`src/rtl/fifo_burst_writer_if.sv`:
```
// Handshake and parameter bundle between the burst writer and its
// surroundings (command source, FIFO write port, status consumers).
interface fifo_burst_writer_if #(
    parameter int DATA_W = 8,
    parameter int CNT_W  = 16
);
    logic              start;
    logic [7:0]        burst_len;
    logic [DATA_W-1:0] base;
    logic [DATA_W-1:0] step;
    logic              w_full;
    logic              wr_en;
    logic [DATA_W-1:0] wr_data;
    logic              busy;
    logic              done;
    logic              err_start;
    logic [CNT_W-1:0]  word_count;

    // Writer side: takes commands and the full flag, drives the FIFO strobe.
    modport master (
        input  start, burst_len, base, step, w_full,
        output wr_en, wr_data, busy, done, err_start, word_count
    );

    // Environment side: issues commands and watches the write port.
    modport slave (
        output start, burst_len, base, step, w_full,
        input  wr_en, wr_data, busy, done, err_start, word_count
    );
endinterface

```
`src/rtl/fifo_burst_writer.sv`:
```
// Commanded burst producer for the async FIFO write port: header word
// (length), arithmetic payload, XOR checksum. Stalls cleanly on w_full.
module fifo_burst_writer #(
    parameter int DATA_W = 8,
    parameter int CNT_W  = 16
) (
    input  logic clk_wr,
    input  logic reset,
    fifo_burst_writer_if.master bus
);
    typedef enum logic [2:0] {IDLE, HDR, PAY, CSUM, FIN} state_t;

    state_t            state_q, state_d;
    logic [7:0]        len_q, len_d;
    logic [7:0]        idx_q, idx_d;
    logic [DATA_W-1:0] base_q, base_d;
    logic [DATA_W-1:0] step_q, step_d;
    logic [DATA_W-1:0] acc_q, acc_d;
    logic [DATA_W-1:0] wr_data_q, wr_data_d;
    logic [CNT_W-1:0]  cnt_q;

    logic word_st;
    logic accept;
    logic [DATA_W-1:0] acc_nxt;

    assign word_st = (state_q == HDR) || (state_q == PAY) || (state_q == CSUM);
    assign accept  = word_st && !bus.w_full;
    // Accumulator including the word currently being accepted; the checksum
    // word is loaded from this so it covers the last payload word too.
    assign acc_nxt = acc_q ^ wr_data_q;

    // Next-state and datapath: wr_data_q always holds the word to present,
    // so it only advances on acceptance and is frozen during a stall.
    always_comb begin
        state_d   = state_q;
        len_d     = len_q;
        idx_d     = idx_q;
        base_d    = base_q;
        step_d    = step_q;
        acc_d     = acc_q;
        wr_data_d = wr_data_q;
        case (state_q)
            IDLE: begin
                if (bus.start) begin
                    len_d     = bus.burst_len;
                    base_d    = bus.base;
                    step_d    = bus.step;
                    idx_d     = '0;
                    acc_d     = '0;
                    wr_data_d = DATA_W'(bus.burst_len);
                    state_d   = HDR;
                end
            end
            HDR: begin
                if (accept) begin
                    acc_d = acc_nxt;
                    if (len_q != 8'd0) begin
                        wr_data_d = base_q;
                        state_d   = PAY;
                    end else begin
                        wr_data_d = acc_nxt;
                        state_d   = CSUM;
                    end
                end
            end
            PAY: begin
                if (accept) begin
                    acc_d = acc_nxt;
                    idx_d = idx_q + 8'd1;
                    if (idx_q == len_q - 8'd1) begin
                        wr_data_d = acc_nxt;
                        state_d   = CSUM;
                    end else begin
                        wr_data_d = wr_data_q + step_q;
                    end
                end
            end
            CSUM: begin
                if (accept) state_d = FIN;
            end
            FIN:     state_d = IDLE;
            default: state_d = IDLE;
        endcase
    end

    // State and datapath registers.
    always_ff @(posedge clk_wr or posedge reset) begin
        if (reset) begin
            state_q   <= IDLE;
            len_q     <= '0;
            idx_q     <= '0;
            base_q    <= '0;
            step_q    <= '0;
            acc_q     <= '0;
            wr_data_q <= '0;
        end else begin
            state_q   <= state_d;
            len_q     <= len_d;
            idx_q     <= idx_d;
            base_q    <= base_d;
            step_q    <= step_d;
            acc_q     <= acc_d;
            wr_data_q <= wr_data_d;
        end
    end

    // Lifetime count of words written into the FIFO.
    always_ff @(posedge clk_wr or posedge reset) begin
        if (reset) cnt_q <= '0;
        else if (accept) cnt_q <= cnt_q + CNT_W'(1);
    end

    assign bus.wr_en      = accept;
    assign bus.wr_data    = wr_data_q;
    assign bus.busy       = (state_q != IDLE);
    assign bus.done       = (state_q == FIN);
    assign bus.err_start  = bus.start && (state_q != IDLE);
    assign bus.word_count = cnt_q;
endmodule

```
`src/flat_wrapper.sv`:
```
// flat-port wrapper written by rule: the top's interface ports become plain ports
module fifo_burst_writer_flat 
#(
    parameter int DATA_W = 8,
    parameter int CNT_W  = 16
)
  (clk_wr, reset, bus_start, bus_burst_len, bus_base, bus_step, bus_w_full, bus_wr_en, bus_wr_data, bus_busy, bus_done, bus_err_start, bus_word_count);
  fifo_burst_writer_if #(.DATA_W(DATA_W), .CNT_W(CNT_W)) bus_i ();
  input  logic clk_wr;
  input  logic reset;
  input wire logic [$bits(bus_i.start)-1:0] bus_start;
  input wire logic [$bits(bus_i.burst_len)-1:0] bus_burst_len;
  input wire logic [$bits(bus_i.base)-1:0] bus_base;
  input wire logic [$bits(bus_i.step)-1:0] bus_step;
  input wire logic [$bits(bus_i.w_full)-1:0] bus_w_full;
  output wire logic [$bits(bus_i.wr_en)-1:0] bus_wr_en;
  output wire logic [$bits(bus_i.wr_data)-1:0] bus_wr_data;
  output wire logic [$bits(bus_i.busy)-1:0] bus_busy;
  output wire logic [$bits(bus_i.done)-1:0] bus_done;
  output wire logic [$bits(bus_i.err_start)-1:0] bus_err_start;
  output wire logic [$bits(bus_i.word_count)-1:0] bus_word_count;
  assign bus_i.start = bus_start;
  assign bus_i.burst_len = bus_burst_len;
  assign bus_i.base = bus_base;
  assign bus_i.step = bus_step;
  assign bus_i.w_full = bus_w_full;
  assign bus_wr_en = bus_i.wr_en;
  assign bus_wr_data = bus_i.wr_data;
  assign bus_busy = bus_i.busy;
  assign bus_done = bus_i.done;
  assign bus_err_start = bus_i.err_start;
  assign bus_word_count = bus_i.word_count;
  fifo_burst_writer #(.DATA_W(DATA_W), .CNT_W(CNT_W)) u_core (.clk_wr(clk_wr), .reset(reset), .bus(bus_i));
endmodule
```
`config.mk`:
```
export PLATFORM = sky130hd
export DESIGN_NAME = fifo_burst_writer_flat
export DESIGN_NICKNAME = d
export VERILOG_FILES = /design/src/rtl/fifo_burst_writer_if.sv /design/src/rtl/fifo_burst_writer.sv /design/src/flat_wrapper.sv
export SDC_FILE = /design/constraint.sdc
export NUM_CORES = 1
export LEC_CHECK = 0
export BUFFER_PORTS_ARGS = -buffer_cell sky130_fd_sc_hd__buf_4
export CAP_MARGIN = 20
export CORE_MARGIN = 2
export CORE_UTILIZATION = 53
export CTS_BUF_LIST = sky130_fd_sc_hd__clkbuf_4 sky130_fd_sc_hd__clkbuf_8
export DETAILED_ROUTE_END_ITERATION = 10
export PLACE_DENSITY_LB_ADDON = 0.25
export SETUP_SLACK_MARGIN = 0.02
export SLEW_MARGIN = 20
export SYNTH_ARGS = -nofsm -noshare
export SYNTH_HDL_FRONTEND = slang
export SYNTH_SLANG_ARGS = --single-unit
```
`constraint.sdc`:
```
create_clock -name clk_wr -period 2.2 [get_ports clk_wr]
set_clock_uncertainty 0.1 [all_clocks]
set_input_delay 0.33 -clock clk_wr [delete_from_list [all_inputs] [get_ports clk_wr]]
set_output_delay 0.33 -clock clk_wr [all_outputs]
set_load 0.03 [all_outputs]
```
# ---- Word level (Yosys, flattened, before mapping)
# Cells that the tools add are included.
dict set report op_classes {
  add_sub_neg 4
  n_eq_ne 11
  muxes 18
  reduce_logical 17
  bitwise_logic 1
}
# operator count
set ops {}
lappend ops {{2-to-1 mux 8 bit} 8}
lappend ops {{one-hot mux 8 bit (2 select lines)} 2}
lappend ops {{one-hot mux 8 bit (3 select lines)} 1}
lappend ops {{adder 16 x 1 -> 16 bit, second input constant} 1}
lappend ops {{2-to-1 mux 3 bit} 5}
lappend ops {{one-hot mux 3 bit (4 select lines)} 1}
lappend ops {{!= test 2 bit, second input constant} 5}
lappend ops {{adder 8 x 1 -> 8 bit, second input constant} 1}
lappend ops {{adder 8 bit} 1}
lappend ops {{== test 8 bit} 1}
lappend ops {{nonzero test 8 bit} 1}
lappend ops {{subtractor 8 x 1 -> 8 bit, second input constant} 1}
lappend ops {{XOR 8 bit} 1}
lappend ops {{== test 3 x 2 -> 1 bit, second input constant} 2}
lappend ops {{AND reduction 3 bit} 2}
lappend ops {{nonzero test 3 bit} 2}
lappend ops {{AND reduction 5 bit} 1}
lappend ops {{AND reduction 4 bit} 1}
lappend ops {{nonzero test 2 bit} 2}
lappend ops {{== test 3 x 1 -> 1 bit, second input constant} 1}
lappend ops {{== test 3 bit, second input constant} 1}
lappend ops {{zero test 3 bit} 1}
lappend ops {{logical AND 1 bit} 2}
lappend ops {{logical OR 1 bit} 2}
lappend ops {{other kinds (5)} 5}
dict set report totals {
  wordCells 59
  output_inout_bits 28
  register_bits 67
  inputBits 28
}

# ---- Logic depth before layout (Yosys ltp)
# Gate-level depths: netlist of the first run.
dict set report depth {
  word_depth 6
  mapped_depth 10
  ltp_nobuf 9
}

# ---- Worst setup path before layout of the first run
# OpenSTA, ideal clock, no wires.
dict set report synth_path {
  kind {reg-to-reg}
  startpoint {register u_core.state_q[2]}
  endpoint {register u_core.cnt_q[15], in the netlist u_core.bus.word_count[15]}
  path_buffers 1
  path_slack_ns -0.527
  required_ns 1.967
  setup_ns 0.133
  path_stages_with_launch 8
  t_arrival_ns 2.494
  cell_sequence {dfrtp_1 clkbuf_1 nor3_1 and3_1 nand4_1 nor2_1 nand3_1 xnor2_1}
}
dict set report synth_via {
  elab_chain_cells 4
  elab_cells_between_ends 6
}
# element line
set synth_lines {}
lappend synth_lines {{start: declaration} fifo_burst_writer.sv:13} ;# state_t state_q, state_d;
lappend synth_lines {{start signal: assignment} fifo_burst_writer.sv:97} ;# state_q <= state_d;
lappend synth_lines {{== test 3 x 1 -> 1 bit or == test 3 x 2 -> 1 bit (tied branches)} fifo_burst_writer.sv:26} ;# assign word_st = (state_q == HDR) || (state_q == PAY) || (state_q == CSUM);
lappend synth_lines {{logical OR 1 bit} fifo_burst_writer.sv:26}
lappend synth_lines {{logical OR 1 bit (*)} fifo_burst_writer.sv:26}
lappend synth_lines {{logical AND 1 bit (*)} fifo_burst_writer.sv:27} ;# assign accept = word_st && !bus.w_full;
lappend synth_lines {{via bus_wr_en} flat_wrapper.sv:16} ;# output wire logic [$bits(bus_i.wr_en)-1:0] bus_wr_en;
lappend synth_lines {{end signal: assignment} fifo_burst_writer.sv:110} ;# else if (accept) cnt_q <= cnt_q + CNT_W'(1);
lappend synth_lines {{end: declaration} fifo_burst_writer.sv:20} ;# logic [CNT_W-1:0] cnt_q;
# Mark *: on every way through the listed nets, which the timed path passes. The rest lies on a longest branch.
# A chain may end at the register's enable or synchronous reset.

# ---- Final worst setup path of the first run
dict set report layout_path {
  startpoint {register u_core.len_q[4]}
  endpoint {register u_core.wr_data_q[1], in the netlist u_core.bus.wr_data[1]}
}
dict set report layout_via {
  elab_chain_cells 5
  elab_cells_between_ends 8
}
# element line
set layout_lines {}
lappend layout_lines {{start: declaration} fifo_burst_writer.sv:14} ;# logic [7:0] len_q, len_d;
lappend layout_lines {{start signal: assignment} fifo_burst_writer.sv:98} ;# len_q <= len_d;
lappend layout_lines {{subtractor 8 x 1 -> 8 bit} fifo_burst_writer.sv:70} ;# if (idx_q == len_q - 8'd1) begin
lappend layout_lines {{== test 8 bit} fifo_burst_writer.sv:70}
lappend layout_lines {{2-to-1 mux 8 bit} fifo_burst_writer.sv:70}
lappend layout_lines {{2-to-1 mux 8 bit} fifo_burst_writer.sv:67} ;# if (accept) begin
lappend layout_lines {{one-hot mux 8 bit (3 select lines) (*)} fifo_burst_writer.sv:42} ;# case (state_q)
lappend layout_lines {{end signal: assignment} fifo_burst_writer.sv:103} ;# wr_data_q <= wr_data_d;
lappend layout_lines {{end: declaration} fifo_burst_writer.sv:19} ;# logic [DATA_W-1:0] wr_data_q, wr_data_d;
# Every way passes the cells marked *; elsewhere a longest branch is shown, timed or not. The select of a mux whose other input is x is not followed.

==> results of run 1 <==
[sequential cells by signal, indices dropped and copies added (netlist names)]
signal                 cells
u_core.bus.word_count     16
u_core.acc_q               8
u_core.base_q              8
u_core.bus.wr_data         8
u_core.idx_q               8
u_core.len_q               8
u_core.step_q              8
u_core.state_q             3
[final timing paths]
| path | endpoint | slack (ps) | cells past startpoint |
|---|---|---|---|
| max | u_core.bus.wr_data[1]$_DFFE_PP0P_ | -130 | 6 |
| min | u_core.len_q[1]$_DFFE_PP0P_ | 100 | 3 |
| max reg2reg | u_core.bus.wr_data[1]$_DFFE_PP0P_ | -130 | 6 |
| min reg2reg | u_core.bus.word_count[11]$_DFFE_PP0P_ | 390 | 1 |
| max in group asynchronous | u_core.bus.wr_data[4]$_DFFE_PP0P_ | 1200 | 4 |
| min in group asynchronous | u_core.bus.word_count[8]$_DFFE_PP0P_ | 510 | 4 |
[cell families (layout without fill, tap and decap cells)]
kind of cell             Yosys count  in the layout
AND/OR/NAND/NOR                  124            124
flip-flops                        67             67
AO/OA/AOI/OAI                     76             76
adder cells (fa/ha/maj)           11             11
multiplexers                      30             30
buffers and inverters             24            107
XOR/XNOR                          42             42
[report_power, final]
part           internal [mW]  leakage (nW)  switching [mW]  total, mW
sequential              1.68         0.834           0.462       2.15
clock                  0.541         0.101           0.531       1.07
combinational           1.82          1.20            2.20       4.02
total                   4.04          2.14            3.19       7.23
[metal layers]
metal | GRT usage | routed length, um | vias up
li1 | - | - | 1471
met4 | 0.1077 | 196 | 0
met3 | 0.04241 | 436 | 20
met2 | 0.3843 | 4183 | 83
met5 | 0 | 0 | -
met1 | 0.3138 | 3756 | 1448
[critical path: cells and delay by family (launching register included)]
| family | cells | cell delay (ps) |
|---|---|---|
| compound gates | 3 | 450 |
| flops | 1 | 380 |
| mux | 1 | 310 |
| simple gates | 2 | 990 |
[cell type report]
cell class / instances / area, sq um / share of cell area
Clock buffer: 9 / 123.9 / 0.02627
Clock inverter: 7 / 81.33 / 0.01725
Inverter: 8 / 30.03 / 0.006369
Multi-Input combinational cell: 283 / 2059 / 0.4368
Sequential cell: 67 / 1678 / 0.3559
Tap cell: 80 / 100.1 / 0.02123
Timing Repair Buffer: 83 / 641.9 / 0.1361
[what timing repair did]
action	in CTS	in global routing
pin swaps	14	5
gates cloned	0	0
endpoints found under the setup margin	9	11
endpoints found under the hold margin	67	0
setup buffers	2	0
hold buffers	1	0
resized for setup	24	11
[cells in the final DEF, fill, tap and decap left out, types with 2 or more instances in the layout]
cell type / n
buf_4: 80
dfrtp_1: 66
nand2_1: 37
nor2_1: 31
o21ai_0: 29
mux2_2: 23
xnor2_1: 21
xor2_1: 20
o21ai_1: 11
ha_1: 10
clkbuf_8: 9
inv_1: 7
nand4_1: 7
a21oi_1: 6
nand3b_1: 5
nand3_1: 5
and3_1: 4
nor3_2: 4
mux2i_1: 4
nor2b_1: 4
o211ai_1: 4
inv_6: 4
and2_1: 3
nor4_1: 3
nor3_1: 3
mux2_4: 3
a221o_1: 3
a31oi_1: 3
a21oi_2: 3
nor3b_1: 2
nor3_4: 2
or3_1: 2
nand2b_1: 2
a21o_1: 2
[per-stage QoR]
| stage | worst slack (ps) | hold WS (ps) | util | setup TNS (ps) |
|---|---|---|---|---|
| 2_1_floorplan | -151.3 | 346.8 | - | -586.2 |
| 3_3_place_gp | -181.2 | 338.0 | 0.6433 | -1226 |
| 3_5_place_dp | -235.9 | 343.2 | 0.6433 | -1711 |
| 4_1_cts | -131.3 | 97.67 | 0.6935 | -547.7 |
| 5_1_grt | -186.9 | 94.30 | 0.6978 | -1092 |
| 6_report | -130.7 | 102.9 | 0.6978 | -572.2 |
==> out/metrics.yaml, run 1 <==
synthesis:
  synthXorXnorAreaFrac: 0.09946
  yosys.area_share.adder: 0.03924
  async_reset_ff_frac: 1.000
  synth_fp_nets: 413
  synth_top_cell_by_area: "dfrtp_1"
  synthTopCellsByArea: "dfrtp_1 (45%), mux2_2 (7.0%), xnor2_1 (5.2%), o21ai_0 (4.7%), xor2_1 (4.7%)"
  ys_warn_count: 0
  ys_ff_latch: 67
  ys.flop_type: "dfrtp_1"
  syn-instance-count: 374
  synth_area_sq_um: 3699
  synth_mux_area_frac: 0.09303
  syn_area_per_cell_sq_um: 9.889
  synth_cell_types: 47
  yosys.area_share.simple: 0.1641
  synth_common_cells: "dfrtp_1 (67), nand2_1 (38), o21ai_0 (35), nor2_1 (31), mux2_2 (23)"
  synth_compound_area_frac: 0.1238
  synth_edf_count: 0
  synth_top_family_by_area: "simple AND/OR/NAND/NOR gates"
  ys_seq_area_frac: 0.4533
  yosysTopAreaCellShare: 0.4533
  yosysMostFrequentCell: "dfrtp_1"
placed_design:
  postPlaceCellArea_sq_um: 4347
  place_congestion: 0.8656
  portBuffers: 55
  dp_hpwl_um: 6054
  place_inst: 518
pwr:
  p_total_mw: 7.235
  power_leakage_nw: 2.138
  vdd_drop_max_v: 0.0009205
  p_per_area_nw_per_um2: 1535
worst_setup_path:
  reg2reg_from: "u_core.len_q[4]$_DFFE_PP0P_"
  path_max_fanout: 4
  crit_type: "reg -> reg"
  cpMaxStageDelayCell: "or4_4"
  cp_slowest_stage_delay_ps: 550
  cp.arrival_ps: 2470
  path_cells: "or4_4 > or3b_4 > mux2_4 > a221o_1 > o21ai_1 > o21ai_1"
  end_kind: "flip-flop"
  crit_path_start_kind: "flip-flop"
  critical_path_required_ps: 2340
  crit_path_frequent_cell: "o21ai_1"
  cp-startpoint: "u_core.len_q[4]$_DFFE_PP0P_"
timing:
  final_hold_viol_count: 0
  layout_setup_ws_ps: -130.7
  fin_crit_sh: 1.059
  worstMarginPinSlew_ps: 623.8
  maxSlewViolCount: 0
  rsz0062_at_grt: "yes"
  period_minus_slack_ps: 2331
  setup_viol: 7
  max_slew_margin: 0.5826
  fmax_ghz: 0.4291
min_path:
  hold_class: "in -> reg"
  min-delay-start: "bus_burst_len[1]"
cells_and_area:
  finalNonFillerCells: 537
  area_delta_synth_final_pct: 27.47
  n_antenna_cell: 0
  nets: 491
  drive_above_1_share: 0.3304
  fillCellCount: 507
  stdcell_area_sq_um: 4715
die:
  die_h_um: 87.54
  ios: 56
  die_x_um: 87.54
  die_area_sq_um: 7662
  core-area_sq_um: 6756
  start_util: 0.5474
  row_count: 30
clocking:
  cts_max_path_buffers: 2
  clkTransAtPathRegs_ps: 80
  root_buffer: "clkbuf_8"
  cts_tree: "built"
  cts.sinks: 67
  clkLatencyLatePin_ps: 350
  cts_buffers: 9
  htreeDepth: 3
global_routing:
  grt_pass1_vias: 2977
  track_usage: 0.2378
  antenna_found_initial: 0
  gr-total-overflow: 0
  grt_max_degree: 68
  grt_pass1_wl_um: 14020
routing:
  dr_total_vias: 3022
  routedWlPerCell_um: 15.96
  ant_nets: 0
  dr.pass1.iters: 4
  wl_um: 8572
  drt_drc_violations_left: 0
  drtIter0Drc: 154
  via_per_inst: 5.628
outcome:
  status: "complete, but fails checks"
  violations: "setup timing"
run:
  maxCapViolations: 0
Note: power is estimated with default switching activity, not from simulation.
==> run 2: changes to the inputs <==
--- a/config.mk
+++ b/config.mk
@@ -9,7 +9,7 @@
 export CAP_MARGIN = 20
 export CORE_MARGIN = 2
 export CORE_UTILIZATION = 53
-export CTS_BUF_LIST = sky130_fd_sc_hd__clkbuf_4 sky130_fd_sc_hd__clkbuf_8
+export CTS_BUF_LIST = sky130_fd_sc_hd__clkbuf_2
 export DETAILED_ROUTE_END_ITERATION = 10
 export PLACE_DENSITY_LB_ADDON = 0.25
 export SETUP_SLACK_MARGIN = 0.02
==> out/metrics.yaml, run 2 (synthesized netlist as in run 1, its figures left out) <==
cells_and_area:
  finalNonFillerCells: 561  # +4.5%
  nets: 515  # +4.9%
  n_antenna_cell: 0  # unchanged
  largest_reg_flops: 16  # unchanged
  fillCellCount: 487  # -3.9%
  final_core_util: 0.7206  # +0.02278
  final_common_cell: "buf_4"
  drive_above_1_share: 0.3222  # -0.008170
  area_delta_synth_final_pct: 31.63
  mostFrequentLayoutCells: "buf_4 (81), dfrtp_1 (63), nand2_1 (36)"
worst_setup_path:
  path_max_fanout: 4  # unchanged
  end_kind: "flip-flop"
  critical_path_required_ps: 2540  # +200 ps
  crit_type: "reg -> reg"
  r2r-end: "u_core.bus.wr_data[7]$_DFFE_PP0P_"
  reg2reg_depth: 6  # unchanged
  r2r_slack_ps: -130  # about the same
  cp.arrival_ps: 2670  # +200 ps
  crit_path_start_kind: "flip-flop"
  reg2reg_from: "u_core.len_q[4]$_DFFE_PP0P_"
timing:
  tns_ps: -496.1  # +76.10 ps
  final_hold_viol_count: 0  # unchanged
  fin_crit_sh: 1.058  # -0.001255
  setup_viol: 6  # -1
  worst_hold_slack_ps: 82.03  # -20.87 ps
  rsz0062_at_grt: "yes"
  max_slew_margin: 0.6034  # +0.02085
  period_minus_slack_ps: 2328  # -2.762 ps
  worstMarginPinSlew_ps: 592.7  # -31.16 ps
  fmax_ghz: 0.4296  # +0.12%
  layout_setup_ws_ps: -127.9  # +2.762 ps
  maxSlewViolCount: 0  # unchanged
clocking:
  clkLatencyLatePin_ps: 530  # +180 ps
  cts_tree: "built"
  clkTransAtPathRegs_ps: 220  # +140 ps
  root_buffer: "clkbuf_2"
  cts_max_path_buffers: 2  # unchanged
  htreeDepth: 3  # unchanged
  cts_buffers: 9  # unchanged
  cts.sinks: 67  # unchanged
routing:
  drt_drc_violations_left: 0  # unchanged
  via_per_inst: 5.551  # -1.4%
  ant_nets: 0  # unchanged
  dr.pass1.iters: 5  # +1
  drtIter0Drc: 185  # +20%
  routedWlPerCell_um: 15.61  # -2.2%
  wl_um: 8758  # +2.2%
  dr_total_vias: 3114  # +3.0%
pwr:
  p_total_mw: 6.966  # -3.7%
  vdd_drop_max_v: 0.0008625  # -6.3%
  p_per_area_nw_per_um2: 1431  # -6.8%
  power_leakage_nw: 2.200  # +2.9%
global_routing:
  grt_max_degree: 68  # unchanged
  track_usage: 0.2417  # +0.003833
  grt_pass1_wl_um: 14280  # +1.9%
  antenna_found_initial: 0  # unchanged
  grt_pass1_vias: 3044  # +2.3%
  gr-total-overflow: 0  # unchanged
placed_design:
  place_congestion: 0.8656  # unchanged
  portBuffers: 55  # unchanged
  dp_hpwl_um: 6054  # unchanged
  place_inst: 518  # unchanged
die:
  core-area_sq_um: 6756  # unchanged
  row_count: 30  # unchanged
  start_util: 0.5474  # unchanged
  die_area_sq_um: 7662  # unchanged
  ios: 56  # unchanged
  die_h_um: 87.54  # unchanged
  die_x_um: 87.54  # unchanged
min_path:
  min-delay-start: "bus_w_full"
  min_to: "u_core.state_q[2]$_DFFE_PP0P_"
  hold_class: "in -> reg"
  holdPathStages: 4  # +1
outcome:
  status: "complete, but fails checks"
  violations: "setup timing"
run:
  maxCapViolations: 0  # unchanged
[run 2: changes by cell type in the layout (fill, tap and decap cells not counted), moves of 3 or more]
cell | before | now
dlygate4sd3_1 | 1 | 25
dfrtp_2 | 1 | 4
dfrtp_1 | 66 | 63
clkbuf_2 | 0 | 9
clkbuf_8 | 9 | 0
[run 2: routing by layer]
metal | GRT usage | wire (um) | vias to the layer above
li1 | - | - | 1516
met1 | 0.3274 | 3956 | 1515
met2 | 0.3898 | 4300 | 67
met3 | 0.03582 | 348 | 16
met4 | 0.1021 | 153 | 0
met5 | 0 | 0 | -
[run 2: how the worst max path moves through the flow]
| stage | start | end | slack (ps) | depth (start not counted) |
|---|---|---|---|---|
| finish | u_core.len_q[4]$_DFFE_PP0P_ | u_core.bus.wr_data[7]$_DFFE_PP0P_ | -130 | 6 |
| global route | u_core.len_q[4]$_DFFE_PP0P_ | u_core.bus.wr_data[6]$_DFFE_PP0P_ | -180 | 6 |
| CTS | u_core.len_q[4]$_DFFE_PP0P_ | u_core.bus.wr_data[7]$_DFFE_PP0P_ | -130 | 6 |
| detailed placement | u_core.len_q[6]$_DFFE_PP0P_ | u_core.bus.wr_data[3]$_DFFE_PP0P_ | -240 | 7 |
| global placement | u_core.len_q[6]$_DFFE_PP0P_ | u_core.bus.wr_data[1]$_DFFE_PP0P_ | -180 | 6 |
| floorplan | u_core.len_q[4]$_DFFE_PP0P_ | u_core.bus.wr_data[1]$_DFFE_PP0P_ | -150 | 7 |
[run 2: power breakdown]
group	internal (mW)	total [mW]	leakage, nW	switching, mW
Sequential	1.68	2.14	0.831	0.458
Clock	0.280	0.795	0.0739	0.514
Combinational	1.84	4.03	1.30	2.19
Total	3.80	6.97	2.20	3.16
[run 2: final cells by class]
class                      count  area [sq um]  area share
multi-input combinational    283          2052      0.4215
sequential                    67          1682      0.3454
inverter                       8         30.03    0.006168
clock buffer                   9         45.04    0.009252
tap                           80         100.1     0.02056
timing repair buffer         107         878.3      0.1804
clock inverter                 7         81.33     0.01671
[run 2: stage by stage]
step	setup WS (ps)	instance area (sq um)
after floorplan	-151.3	3704
after global placement	-181.2	4347
after detailed placement	-235.9	4347
after CTS	-131.1	4770
after global routing	-184.0	4868
final	-127.9	4868
[run 2: what timing repair did]
item	4_1_cts	5_1_grt
buffers inserted	1	1
hold endpoints to repair	91	0
hold buffers	25	0
pin swaps	7	14
endpoints found under the setup margin	10	29
resized for setup	13	25
[run 2: worst max-delay path, cell delays in order, from the launching register on]
cell and delay, ps:
dfrtp_1 420, or4_4 550, or3b_4 440, mux2_4 310
a221o_1 290, o21ai_1 70, o21ai_1 80
